**src/rtl/half_adder_axis_pkg.sv**
```systemverilog
// rtl/half_adder_axis_pkg.sv - shared types and constants for the half-adder stream wrapper
package half_adder_axis_pkg;

    typedef enum logic {
        ST_IDLE = 1'b0,
        ST_HOLD = 1'b1
    } state_t;

    localparam int OPERAND_W = 2;
    localparam int RESULT_W  = 2;

    localparam int IDX_A     = 0;
    localparam int IDX_B     = 1;
    localparam int IDX_SUM   = 0;
    localparam int IDX_CARRY = 1;

endpackage

```
**src/rtl/half_adder_core.sv**
```systemverilog
// rtl/half_adder_core.sv - combinational half adder
module half_adder_core (
    input  logic a,
    input  logic b,
    output logic sum,
    output logic carry
);

    assign sum   = a ^ b;
    assign carry = a & b;

endmodule

```
**src/rtl/half_adder_axis_master_slave.sv**
```systemverilog
// rtl/half_adder_axis_master_slave.sv - single-beat stream wrapper around a half adder
// Optional HALF_ADDER_AXIS_FULL_THROUGHPUT_EN: accept a new pair in the cycle the result drains.
module half_adder_axis_master_slave
    import half_adder_axis_pkg::*;
(
    input  logic                clk,
    input  logic                reset,
    input  logic                s_tvalid,
    input  logic [OPERAND_W-1:0] s_tdata,
    output logic                s_tready,
    output logic                m_tvalid,
    output logic [RESULT_W-1:0] m_tdata,
    input  logic                m_tready
);

    state_t              state;
    logic                sum;
    logic                carry;
    logic [RESULT_W-1:0] result;

    half_adder_core u_core (
        .a     (s_tdata[IDX_A]),
        .b     (s_tdata[IDX_B]),
        .sum   (sum),
        .carry (carry)
    );

    always_comb begin
        result            = '0;
        result[IDX_SUM]   = sum;
        result[IDX_CARRY] = carry;
    end

`ifdef HALF_ADDER_AXIS_FULL_THROUGHPUT_EN
    // HOLD tracks m_tvalid exactly, so the slot is free when empty or draining.
    assign s_tready = (state == ST_IDLE) || m_tready;

    always_ff @(posedge clk or negedge reset) begin
        if (!reset) begin
            state    <= ST_IDLE;
            m_tvalid <= 1'b0;
            m_tdata  <= '0;
        end else if (s_tvalid && s_tready) begin
            state    <= ST_HOLD;
            m_tvalid <= 1'b1;
            m_tdata  <= result;
        end else if (m_tvalid && m_tready) begin
            state    <= ST_IDLE;
            m_tvalid <= 1'b0;
        end
    end
`else
    logic s_tready_q;

    assign s_tready = s_tready_q;

    always_ff @(posedge clk or negedge reset) begin
        if (!reset) begin
            state      <= ST_IDLE;
            s_tready_q <= 1'b1;
            m_tvalid   <= 1'b0;
            m_tdata    <= '0;
        end else begin
            case (state)
                ST_IDLE: begin
                    if (s_tvalid) begin
                        state      <= ST_HOLD;
                        s_tready_q <= 1'b0;
                        m_tvalid   <= 1'b1;
                        m_tdata    <= result;
                    end
                end
                ST_HOLD: begin
                    // m_tdata is left untouched so it survives into IDLE
                    if (m_tready) begin
                        state      <= ST_IDLE;
                        s_tready_q <= 1'b1;
                        m_tvalid   <= 1'b0;
                    end
                end
                default: begin
                    state      <= ST_IDLE;
                    s_tready_q <= 1'b1;
                    m_tvalid   <= 1'b0;
                end
            endcase
        end
    end
`endif

endmodule

```
**config.mk**
```make
export PLATFORM = sky130hd
export DESIGN_NAME = half_adder_axis_master_slave
export DESIGN_NICKNAME = d
export VERILOG_FILES = /design/src/rtl/half_adder_axis_pkg.sv /design/src/rtl/half_adder_core.sv /design/src/rtl/half_adder_axis_master_slave.sv
export SDC_FILE = /design/constraint.sdc
export NUM_CORES = 1
export LEC_CHECK = 0
export BUFFER_PORTS_ARGS = -buffer_cell sky130_fd_sc_hd__clkbuf_2
export CORE_AREA = 5 5 42 44
export DETAILED_ROUTE_END_ITERATION = 10
export DIE_AREA = 0 0 47 49
export SLEW_MARGIN = 20
export SYNTH_ARGS = -nofsm -noshare
export SYNTH_HDL_FRONTEND = slang
export SYNTH_SLANG_ARGS = --single-unit
```
**constraint.sdc**
```tcl
create_clock -name clk -period 1.28 [get_ports clk]
set_input_delay 0.256 -clock clk [delete_from_list [all_inputs] [get_ports clk]]
set_output_delay 0.256 -clock clk [all_outputs]
set_load 0.01 [all_outputs]
```
==> results of run 1 <==
-- where the power goes --
| group | switching, W | internal, W |
|---|---|---|
| combinational | 0.0000540 | 0.0000633 |
| clock | 0.0000693 | 0.000118 |
| sequential | 0.0000244 | 0.000198 |
| total | 0.000148 | 0.000379 |
-- flip-flops by register name, summed over array words and instances (netlist names) --
name      count
m_tdata       2
m_tvalid      1
s_tready      1
state         1
-- how the worst max path moves through the flow --
stage | endpoint | from | slack (ps) | cells past startpoint
finish | s_tready | s_tready$_DFFE_PN1P_ | 110 | 1
global route | s_tready | s_tready$_DFFE_PN1P_ | 90 | 1
CTS | s_tready | s_tready$_DFFE_PN1P_ | 100 | 1
detailed placement | m_tdata[1]$_DFFE_PN0P_ | state$_DFF_PN0_ | 260 | 2
global placement | m_tdata[1]$_DFFE_PN0P_ | state$_DFF_PN0_ | 280 | 2
floorplan | m_tdata[0]$_DFFE_PN0P_ | state$_DFF_PN0_ | 290 | 2
-- through the flow --
step,power [W],hold slack [ps],instance area (µm²)
2_1_floorplan,0.000287,-39.6,214
3_3_place_gp,0.000338,76.5,279
3_5_place_dp,0.000341,81.2,279
4_1_cts,0.000541,181,315
5_1_grt,0.000555,204,315
6_report,0.000527,188,315
-- area by class of cell --
class	instances	share of cell area, %
multi-input cells	10	25.4
repair buffers	10	17.5
well taps	16	6.35
clock buffers	4	8.33
inverters	2	2.38
flip-flops and latches	5	40.1
-- kinds of logic after synthesis --
| family | count (synthesis) |
|---|---|
| DFF | 5 |
| AOI/OAI and AO/OA | 4 |
| and+or+nand+nor | 3 |
| buffers and inverters | 2 |
| muxes | 2 |
| adders and majority gates | 1 |
-- cells in the mapped netlist, drive strengths merged --
master	count
a21oi	1
dfrtp	4
dfstp	1
ha	1
inv	2
mux2	2
nor2	2
nor2b	1
o21ai	2
o22ai	1
-- layer usage --
metal | vias to the layer above | track usage [%] | routed length [µm]
met5 | - | 0 | 0
li1 | 86 | - | -
met2 | 7 | 5.43 | 224
met3 | 2 | 4.80 | 61
met4 | 0 | 5.53 | 15
met1 | 82 | 5.35 | 165
-- placed cells by master, fill, tap and decap left out --
cell,count
sky130_fd_sc_hd__a21oi_1,1
sky130_fd_sc_hd__clkbuf_1,1
sky130_fd_sc_hd__clkbuf_2,9
sky130_fd_sc_hd__clkbuf_4,3
sky130_fd_sc_hd__dfrtp_1,4
sky130_fd_sc_hd__dfstp_2,1
sky130_fd_sc_hd__dlygate4sd3_1,1
sky130_fd_sc_hd__ha_1,1
sky130_fd_sc_hd__inv_1,2
sky130_fd_sc_hd__mux2_4,2
sky130_fd_sc_hd__nor2_1,2
sky130_fd_sc_hd__nor2b_2,1
sky130_fd_sc_hd__o21ai_1,2
sky130_fd_sc_hd__o22ai_1,1
-- worst register-to-register path, cell delays in order (launching register included) --
cell                      delay [ps]
sky130_fd_sc_hd__dfrtp_1         410
sky130_fd_sc_hd__nor2b_2         180
sky130_fd_sc_hd__mux2_4          320
==> reports/summary.md, run 1 <==
The synthesized netlist devotes 0% of its cell area to XOR and XNOR gates. The worst hold path begins at s_tvalid. At the pin with the least slew margin, the transition time is 147 ps. The count of buffering cells on the critical path with inverters included was 1. Setup repair after global routing left no endpoint under its margin. The clock input transition at the sequential cells of the worst setup and hold paths came out at 50 ps.

In this run the tightest slew margin relative to its limit is 90.1%. For the number of detailed-routing iterations run before antenna repair, the log shows 2. Counting I/O delays and the setup requirement, the final critical path takes 1170 ps. STA puts the critical path data required time at 1020 ps.

The cell type with the highest aggregate area in the netlist was sky130_fd_sc_hd__dfrtp_1. For this design the top-level I/O count stands at 10. For the final routed database, the setup TNS stands at 0 ps. Counting distinct cell types in the post-synthesis netlist gives 10.

The setup path with the least slack is of type flop to primary output. For the starting density of the core, the log shows 15.3%. The signal on the critical path passes through clkbuf_2. The end-of-flow core utilization was 22.5%; the number of buffers inserted during clock tree synthesis was 3. The run gives 0 as the count of instances resized after the clock tree is built. The number of placed instances with taps included came out at 42. The run gives 113 ps as the final worst setup slack. The run finished with clean final reports. The post-synthesis share of cell area spent on and, or, nand and nor gates is 7.60%.

In this run the mean area of a mapped cell was 12.6 µm². The register bit count reported by yosys works out to 5. The critical-path cell with the highest stage delay was sky130_fd_sc_hd__dfstp_2. The number of hold buffers added after cts came out at 1.

The setup-violating endpoint count in the final report is 0. The path with the worst hold slack has its endpoint at s_tready$_DFFE_PN1P_. Detailed routing inserted a total of 177 vias. The maximum clock frequency is 857 MHz. The internal reg-to-reg setup slack was 250 ps; the multiplexer fraction of the synthesized cell area was 14.0%. The fraction of the mapped netlist area in compound gates works out to 9.94%. During synthesis, Yosys emitted a total of 0 warnings. The routed wire length per instance came out at 9.91 µm. The worst setup path is captured at a primary output. The worst flop-to-flop path endpoint was m_tdata[0]$_DFFE_PN0P_. The count of H-tree levels built during CTS was 1. The core region is 0.00140 mm². The floorplan step set the die height to 49 µm.

In the global route stage, overall resource usage came out at 5.16%. Of the synthesized area, sequential elements account for 59.1%. Remaining global-route overflow: 0. Of the cells placed in the final design, the portion with a size suffix greater than 1 is 51.6%. The proportion of netlist area held by the largest area contributor came out at 46.8%. OpenSTA, run right after detailed placement, puts the worst setup slack at 260 ps. The final setup skew came out at 4.53 ps. For this run, design rule violations remaining after detail routing come to 0. Compared with the post-synthesis result, the final layout area differs by 47.4%. For the latest clock arrival within the worst-skew pair, the log shows 250 ps. The run gives 376 µm as the post-detailed-placement half-perimeter wirelength. Synthesis handed over a netlist of 17 instances. The tools report the first-pass GRT wire length as 724 µm.

The largest voltage drop on the vdd net was 309 µV; the standard-cell row count was 14. The worst setup path is launched from a flop. After synthesis the cells add up to 214 µm². At the end of the flow, the number of nets in the layout was 39. Clock tree synthesis found a total of 5 sinks.

The logs give 0 for the post-CTS setup-driven buffer insertion count and 175 for the via count of the first global-routing pass. DRC marker count from the first detailed-route iteration: 2. The initial antenna violation count was 0. Counting the fill cells in the layout gives 167.

Counting every net in the synthesized netlist gives 24. Along the worst hold path, the cell count comes to 2. The reported leakage power is 0.161 nW. The worst hold-check path type is input port to flop. The quantity of I/O buffers inserted on ports is 9, and the area used by multi-input combinational logic is 80.1 µm². The adder and majority cell fraction of the synthesized area works out to 5.85%. Length in cells of the worst reg-to-reg path: 2.

Yosys attributes the largest share of cell area to sky130_fd_sc_hd__dfrtp_1 (47%), sky130_fd_sc_hd__mux2_4 (14%), sky130_fd_sc_hd__dfstp_2 (12%), sky130_fd_sc_hd__ha_1 (5.8%), sky130_fd_sc_hd__o21ai_1 (4.7%). Entering global routing, the biggest net connects 6 pins. The cell family contributing the most delay on the critical path is flip-flops.

The diode insertion count for antenna repair is 0. Measured along the x axis, the die boundary spans 47 µm. The congestion estimate from routability-driven global placement came to 0.642. The post-route clock period utilization was 91.2%. For this block, the routed nets add up to 466 µm of wire. Dividing the detail-routed via count by the number of cells gives 3.77. The max-cap check violation count came out at 0.

Across the whole layout, storage elements account for 126 µm². The delay of the slowest cell on the worst path came out at 540 ps. TritonCTS built the clock tree. The data arrival time of the worst path is 910 ps, and the post-detailed-route count of antenna-violating nets is 0. After synthesis, the largest family of logic cells by area is multiplexers. The final hold violation count was 0; the cell area power density was 1670 mW/mm². Non-filler instance count after layout: 47. The maximum buffer depth of the clock tree came out at 2. The final max-slew violation count was 0; the die outline area was 0.00230 mm². The tools report the root buffer cell as sky130_fd_sc_hd__clkbuf_4. Largest fanout of any net on the critical path: 3. The tools report the startpoint of the worst register-to-register path as state$_DFF_PN0_.
No activity file was read; power rests on OpenSTA's default activity.
==> inputs of run 2 (changes only) <==
- clock period: 1.28 -> 1.35 ns (I/O delays scaled with it)
==> reports/summary.md, run 2 (same netlist as run 1, synthesis figures left out) <==
Subtracting the final worst setup slack from the clock period gives 1170 ps. The die is 47 µm wide. The internal reg-to-reg setup slack was 310 ps; the initial antenna violation count was 0. The count of instances resized after the clock tree is built is 0.

From synthesis to final layout, the design area changed by 47.4%. Port buffering added 9 buffers. Headroom to the max-slew limit came out at 89.0%.

The count of H-tree levels built during CTS is 1. The tools report the worst min-delay path startpoint as s_tvalid. The region available for standard cell placement spans 0.00140 mm². In this run, flip-flops and latches consume 42.8% of the power.

Using the TritonRoute via totals, the vias-per-cell ratio works out to 3.38. The worst hold path belongs to the class input port to flop. The die is 49 µm tall. The clock input transition at the sequential cells of the worst setup and hold paths is 50 ps. The analysis attributes to net switching a power of 0.000133 W. TritonCTS built the clock tree.

The later pin in the worst-skew pair is clocked with a latency of 240 ps. The worst setup path is captured at a primary output. Summed over all failing endpoints, the final setup total negative slack is 0 ps. After detailed routing, the average wire length per cell comes to 8.94 µm. The delay of the slowest cell on the worst path works out to 530 ps. For the remaining global-route overflow, the log shows 0.

The standard-cell row count is 14, and the number of remaining DRC errors is 0. At the pin with the least slew margin, the transition time is 164 ps. In the layout the commonest cells are sky130_fd_sc_hd__clkbuf_2 (9), sky130_fd_sc_hd__dfrtp_1 (4), sky130_fd_sc_hd__clkbuf_4 (3). Number of detailed-routing iterations run before antenna repair: 1. Fill cells in the final layout number 162. The count of buffering cells on the critical path with inverters included was 1.

The clock passes through at most 2 buffers. The setup path with the least slack is of type flop to primary output. The tools report the end-of-flow core utilization as 22.5%. The critical-path cell with the highest stage delay is sky130_fd_sc_hd__dfstp_2. The number of gates on the worst path with buffers counted was 1; the required time at the worst-slack endpoint was 1080 ps. Across the VDD grid, the largest voltage drop is 206 µV. The floorplan step defined a die boundary enclosing 0.00230 mm². Ranked by flip-flop count, first place goes to m_tdata. The leading cell type in the layout, fill and taps excluded was sky130_fd_sc_hd__clkbuf_2. Between clock sinks in the finished design, the worst skew comes to 2.61 ps.

In this design, the largest share of critical-path delay is due to flip-flops. Power spread over the standard cell area amounts to 1560 mW/mm². The tree built by TritonCTS fans out to 5 sinks. The signal on the critical path passes through clkbuf_2. The detail route stage leaves a number of antenna-violating nets equal to 0. The register with the most flip-flops in the layout has 2 of them.

The flow ran to the end, and the final reports show no timing, DRC or antenna violations. The final max-slew violation count was 0; the pin count of the biggest net entering global routing was 6. The maximum clock frequency is 855 MHz, and the post-detailed-placement half-perimeter wirelength is 352 µm. Summed over all layers, the routed wires come to 420 µm. Cells with a size suffix above 1 make up 51.6% of the layout. Combinational logic burns 21.9% of the power. Once layout is complete, the cells apart from fillers number 47. The final hold violation count is 0. The congestion estimate from routability-driven global placement came to 0.656. The clock network is responsible for 35.3% of the overall power.

The run gives 0.161 nW as the reported leakage power. The run gives 15.3% as the starting density of the core. For the setup-violating endpoint count in the final report, the log shows 0. For the number of top-level design ports, the log shows 10.

Final hold analysis gives a worst-case slack of 208 ps. The logs give 1 for the number of hold buffers added after cts and 174 for the via count of the first global-routing pass. Setup repair after global routing left no endpoint under its margin. 0 antenna diodes ended up in the layout.

The worst register-to-register path has a depth of 2. Along the worst path, the maximum fanout reaches 3. The root buffer cell chosen for the clock tree is sky130_fd_sc_hd__clkbuf_4. The number of buffers inserted during clock tree synthesis is 3. For this run, the total global-route usage over all layers was measured as 4.66%. For the via count, the log shows 159.

In this run the post-CTS setup repair buffer count came out at 0. The startpoint of the worst register-to-register path is state$_DFF_PN0_. The tools report the data arrival time of the worst path as 900 ps. The max-cap check violation count is 0. The worst hold path terminates at s_tready$_DFFE_PN1P_.

Once placement completed, the tool counted placed cells totaling 42. The first global-routing pass estimated 676 µm of wire. The internal power component was 0.000359 W.

The number of stages on the worst hold path was 2; the DRC marker count from the first detailed-route iteration was 0. The worst setup path is launched from a flop. The fraction of power spent switching nets works out to 27.0%. The tools report the worst flop-to-flop path endpoint as m_tdata[0]$_DFFE_PN0P_. In the finished design, the share of the clock period the worst path needs comes to 86.6%. The total number of nets in the final design came out at 39.
run 2: cell counts in the layout (fill, tap and decap cells not counted):
Identical to the previous run, type by type.
run 2: worst max-delay path by stage:
stage                          from                      to  slack, ps
2_1_floorplan       state$_DFF_PN0_  m_tdata[0]$_DFFE_PN0P_        360
3_3_place_gp        state$_DFF_PN0_  m_tdata[0]$_DFFE_PN0P_        320
3_5_place_dp        state$_DFF_PN0_  m_tdata[0]$_DFFE_PN0P_        320
4_1_cts        s_tready$_DFFE_PN1P_                s_tready        170
5_1_grt        s_tready$_DFFE_PN1P_                s_tready        160
6_report       s_tready$_DFFE_PN1P_                s_tready        180
run 2: per-stage QoR:
stage / power (W) / setup slack, ps / cell area (µm²)
floorplan: 0.000272 / 363 / 214
global placement: 0.000319 / 321 / 279
detailed placement: 0.000321 / 319 / 279
CTS: 0.000501 / 171 / 315
global route: 0.000525 / 156 / 315
finish: 0.000492 / 181 / 315
run 2: layout make-up:
type | instances | area (µm²) | share of cell area (%)
flip-flops and latches | 5 | 126 | 40.1
multi-input cells | 10 | 80.1 | 25.4
repair buffers | 10 | 55.1 | 17.5
clock buffers | 4 | 26.3 | 8.33
well taps | 16 | 20.0 | 6.35
inverters | 2 | 7.51 | 2.38
run 2: power groups by stage:
| stage | logic (W) | registers, W | clock network, W |
|---|---|---|---|
| after detailed placement | 0.000108 | 0.000213 | 0 |
| final | 0.000108 | 0.000210 | 0.000173 |
| after floorplan | 0.0000478 | 0.000224 | 0 |
| after global routing | 0.000121 | 0.000216 | 0.000187 |
| after CTS | 0.000111 | 0.000211 | 0.000179 |
| after global placement | 0.000107 | 0.000212 | 0 |
run 2: layer usage:
metal  wire (µm)  track usage [%]  share of wire, %
met5           0                0                 0
met4           0             5.53                 0
met3          47             3.32                11
met2         201             4.98                48
met1         171             5.09                41
